<file path="src/rtl/uart_tx_fifo.sv">
`timescale 1ns/1ps
// Transmit buffer for the UART: DEPTH-entry byte FIFO drained into the transmitter
// through a start_tx/busy level handshake by a three-state launch FSM.
module uart_tx_fifo #(
  parameter int DATA_WIDTH = 8,
  parameter int DEPTH      = 16,
  localparam int AW        = $clog2(DEPTH),
  localparam int CW        = AW + 1
) (
  input  logic                  clk_i,
  input  logic                  rst_i,
  input  logic                  wr_en_i,
  input  logic [DATA_WIDTH-1:0] wr_data_i,
  input  logic                  overflow_clr_i,
  input  logic                  busy_i,
  output logic                  full_o,
  output logic                  empty_o,
  output logic [CW-1:0]         count_o,
  output logic                  overflow_o,
  output logic                  start_tx_o,
  output logic [DATA_WIDTH-1:0] xmit_data_o,
  output logic                  idle_o
);

  // Handshake: start_tx_o is a level request held in LAUNCH until busy_i is
  // sampled high; the next launch waits for busy_i low plus one IDLE cycle.
  typedef enum logic [1:0] {
    ST_IDLE      = 2'd0,
    ST_LAUNCH    = 2'd1,
    ST_WAIT_DONE = 2'd2
  } state_e;

  state_e                state_q, state_d;
  logic [DATA_WIDTH-1:0] mem_q [DEPTH];
  logic [AW-1:0]         wr_ptr_q, wr_ptr_d;
  logic [AW-1:0]         rd_ptr_q, rd_ptr_d;
  logic [CW-1:0]         count_q, count_d;
  logic                  ovf_q, ovf_d;
  logic [DATA_WIDTH-1:0] xmit_q, xmit_d;
  logic                  full, empty, wr_accept, wr_drop, pop;

  assign full      = (count_q == CW'(DEPTH));
  assign empty     = (count_q == '0);
  assign wr_accept = wr_en_i & ~full;
  assign wr_drop   = wr_en_i & full;

  always_comb begin
    state_d = state_q;
    pop     = 1'b0;
    unique case (state_q)
      ST_IDLE: begin
        if (!empty && !busy_i) begin
          pop     = 1'b1;
          state_d = ST_LAUNCH;
        end
      end
      ST_LAUNCH: begin
        if (busy_i) state_d = ST_WAIT_DONE;
      end
      ST_WAIT_DONE: begin
        if (!busy_i) state_d = ST_IDLE;
      end
      default: state_d = ST_IDLE;
    endcase
  end

  always_comb begin
    wr_ptr_d = wr_accept ? wr_ptr_q + AW'(1) : wr_ptr_q;
    rd_ptr_d = pop ? rd_ptr_q + AW'(1) : rd_ptr_q;
    xmit_d   = pop ? mem_q[rd_ptr_q] : xmit_q;
    count_d  = count_q;
    unique case ({wr_accept, pop})
      2'b10:   count_d = count_q + CW'(1);
      2'b01:   count_d = count_q - CW'(1);
      default: count_d = count_q;
    endcase
    // A dropped write wins over a clear arriving in the same cycle.
    if (wr_drop)             ovf_d = 1'b1;
    else if (overflow_clr_i) ovf_d = 1'b0;
    else                     ovf_d = ovf_q;
  end

  always_ff @(posedge clk_i or posedge rst_i) begin
    if (rst_i) begin
      state_q  <= ST_IDLE;
      wr_ptr_q <= '0;
      rd_ptr_q <= '0;
      count_q  <= '0;
      ovf_q    <= 1'b0;
      xmit_q   <= '0;
    end else begin
      state_q  <= state_d;
      wr_ptr_q <= wr_ptr_d;
      rd_ptr_q <= rd_ptr_d;
      count_q  <= count_d;
      ovf_q    <= ovf_d;
      xmit_q   <= xmit_d;
    end
  end

  // Storage holds no reset; stale contents are never read past count.
  always_ff @(posedge clk_i) begin
    if (wr_accept) mem_q[wr_ptr_q] <= wr_data_i;
  end

  assign full_o      = full;
  assign empty_o     = empty;
  assign count_o     = count_q;
  assign overflow_o  = ovf_q;
  assign start_tx_o  = (state_q == ST_LAUNCH);
  assign xmit_data_o = xmit_q;
  assign idle_o      = empty & (state_q == ST_IDLE);

endmodule

</file>
<file path="config.mk">
export PLATFORM = sky130hd
export DESIGN_NAME = uart_tx_fifo
export DESIGN_NICKNAME = d
export VERILOG_FILES = /design/src/rtl/uart_tx_fifo.sv
export SDC_FILE = /design/constraint.sdc
export NUM_CORES = 1
export LEC_CHECK = 0
export ABC_AREA = 0
export BUFFER_PORTS_ARGS = -buffer_cell sky130_fd_sc_hd__buf_4
export CAP_MARGIN = 20
export CORE_ASPECT_RATIO = 1.75
export CORE_MARGIN = 2
export CORE_UTILIZATION = 40
export DETAILED_ROUTE_END_ITERATION = 6
export PLACE_DENSITY = 0.58
export SLEW_MARGIN = 10
export SYNTH_ARGS = -nofsm -noshare
export SYNTH_HDL_FRONTEND = slang
export SYNTH_SLANG_ARGS = --single-unit
</file>
<file path="constraint.sdc">
create_clock -name clk_i -period 6.2 [get_ports clk_i]
set_clock_uncertainty 0.05 [all_clocks]
set_input_delay 0.62 -clock clk_i [delete_from_list [all_inputs] [get_ports clk_i]]
set_output_delay 0.62 -clock clk_i [all_outputs]
set_load 0.02 [all_outputs]
</file>
==> metrics.csv <==
metric,value,unit
max frequency,304,MHz
Synthesized Nets,346,
"Arr. time, crit path",3550,ps
Critical Path RT,6460,ps
TNS Setup,0,ps
Worst-path clk slew,60,ps
Setup CP Type,reg -> reg,
CTS tree,done,
total gr overflow,0,
vias in the first global route,3279,
DIE AREA,0.0164,mm²
deepest clock path buffer count,2,
share of layout cells above drive strength 1,0.309,
initial antenna violation count,0,
clk root buf,clkbuf_16,
chip height,168,µm
top cell family by delay on the critical path,compound AO/OA/AOI/OAI gates,
Worst Setup End Kind,flop,
Post-synth EDFFs,128,
Seq cells post-synth,152,
count of pins over their slew limit,0,
Fin. Hold Viols,0,
"slowest stage delay, CP",570,ps
Startpoint Class,flop,
Resize count post-CTS,0,
Yosys Warn Count,0,
detailed placer's ending HPWL,8030,µm
CORE AREA,0.0149,mm²
num rows,59,
post-route clock period utilization,0.531,
H-tree depth,4,
drt drc,0,
fin crit period,3290,ps
largest net degree at the start of global routing,36,
most frequent cell on the critical path,ha_1,
hold_buf cts,0,
worst min-delay path category,in -> reg,
GRT Total Usage,0.152,
Layout area overhead,15.7,%
"Net count, final",383,
Starting Density,0.411,
leakage dissipation,0.00242,µW
Mapped Area,0.00612,mm²
CTS Sinks,152,
GPL Wtd Cong,0.826,
Synth Instances,325,
IO buf count,30,
DR pass1 iterations,4,
final wirelength,11600,µm
syn_area_per_cell,18.8,µm²
postcts setup bufs,0,
CTS Buf Count,17,
ys flop type,edfxtp_1,
Final Power,3370,µW
first-pass GRT wire length,18500,µm
final setup vio count,0,
Vias,3044,
die width,97.5,µm
drt wl/cell,20.7,µm
status,"finished, final reports clean",
hold_ws,349,ps
worst skew pair latency,410,ps
Worst-Margin Slew,929,ps
number of antenna cells inserted,0,
cell taking the most area after synthesis,edfxtp_1,
Synth top area share,0.628,
power per cell area,475,mW/mm²
"top cells by area, synth","edfxtp_1 (63%), mux4_2 (12%), dfrtp_1 (9.8%), mux2_2 (1.8%), o22ai_1 (1.7%)",
post-synthesis sequential area ratio,0.726,
Netlist cell types,36,
vias per inst,5.46,
"Async S/R FF share, synth",0.158,
Slew headroom,0.380,
Max Cap Viol,0,
largest fanout on the critical path,9,
"Slowest-stage cell, CP",nor4_1,
Initial DRC Count,167,
RSZ-0062 raised after global routing,no,
worst vdd ir,0.193,mV
crit-path cells,nor4_1 -> a21boi_1 -> inv_1 -> ha_1 -> xor2_1 -> ha_1 -> a21o_1 -> a22oi_1 -> o211a_1 -> a2111oi_2,
IO Pins,31,
antenna-violating nets left,0,
WP buf/inv,1,
==> logic make-up after synthesis <==
kind of cell | share of synthesized area
AOI/OAI and AO/OA | 0.0466
xor gates and xnor gates | 0.0157
adders and majority gates | 0.0163
buffers and inverters | 0.0215
DFF | 0.726
muxes | 0.136
and+or+nand+nor | 0.0382
==> Yosys cell counts (all sizes together), types with 3 or more instances <==
library cell,number
edfxtp,128
mux4,32
dfrtp,24
o22ai,17
nor2,16
buf,13
a21oi,10
mux2,10
ha,8
inv,7
nand2,7
nand2b,7
nor3,6
xnor2,6
clkbuf,5
xor2,5
a21boi,3
==> layer usage <==
metal | routed length, µm | up-vias | GRT usage
li1 | - | 1372 | -
met4 | 216 | 0 | 0.0610
met3 | 354 | 15 | 0.0384
met5 | 0 | - | 0
met2 | 6570 | 58 | 0.275
met1 | 4420 | 1599 | 0.171
==> power by group <==
| group | switching, µW | internal (µW) | leakage, µW |
|---|---|---|---|
| Clock | 419 | 562 | 0.000272 |
| Combinational | 473 | 470 | 0.000717 |
| Sequential | 172 | 1270 | 0.00143 |
==> worst paths after layout <==
path,start,slack (ps),depth (start not counted),endpoint
max reg2reg,count_o[1],2910,10,count_o[4]
max in group asynchronous,rst_i,5110,2,rd_ptr_q[3]
min in group asynchronous,rst_i,370,2,rd_ptr_q[1]
min,busy_i,350,2,state_q[0]
max,count_o[1],2910,10,count_o[4]
min reg2reg,overflow_o,470,1,overflow_o
==> worst reg2reg max path: stages (launching register included) <==
cell and delay [ps]:
dfrtp_1 470, nor4_1 570, a21boi_1 350, inv_1 160, ha_1 360, xor2_1 220, ha_1 230, a21o_1 130
a22oi_1 100, o211a_1 240, a2111oi_2 310
==> state kept, by name (all words and copies together) (netlist names) <==
name	cells
count_o	5
xmit_data_o	8
overflow_o	1
rd_ptr_q	4
wr_ptr_q	4
mem_q	128
state_q	2
==> layout make-up <==
cell class | instances | area (µm²)
Tap cell | 183 | 229
Sequential cell | 152 | 4450
Multi-Input combinational cell | 148 | 1550
Inverter | 7 | 26.3
Clock inverter | 14 | 138
Fill cell | 1259 | 7820
Clock buffer | 18 | 429
Timing Repair Buffer | 36 | 270
==> per-stage QoR <==
step / worst slack (ps) / cell area, µm² / utilization / cells
after detailed placement: 2940 / 6520 / 0.437 / 526
after floorplan: 3190 / 6120 / - / 325
after global placement: 3090 / 6520 / 0.437 / 526
after global routing: 2700 / 7090 / 0.475 / 558
after CTS: 2930 / 7090 / 0.475 / 558
final: 2910 / 7090 / 0.475 / 558
==> cell usage in the layout, fill, tap and decap left out, types with 2 or more instances in the layout <==
master | synthesis | layout
clkbuf_16 | 0 | 17
mux2_2 | 10 | 10
dfrtp_2 | 0 | 2
nand2_1 | 7 | 7
inv_1 | 7 | 7
a21o_1 | 2 | 2
a21oi_1 | 10 | 10
o22ai_1 | 17 | 17
clkinv_2 | 0 | 2
nor4_1 | 2 | 2
dfrtp_1 | 24 | 22
xor2_1 | 5 | 5
nor2_1 | 16 | 16
nand2b_1 | 7 | 7
or2_2 | 2 | 2
a22oi_1 | 2 | 2
inv_8 | 0 | 2
ha_1 | 8 | 8
mux4_2 | 32 | 32
xnor2_1 | 6 | 6
clkinvlp_4 | 0 | 3
a21boi_1 | 2 | 2
buf_4 | 0 | 36
edfxtp_1 | 128 | 128
nand4_1 | 2 | 2
nor3_1 | 6 | 6
inv_6 | 0 | 5
Power figures use the tool's default switching activity.
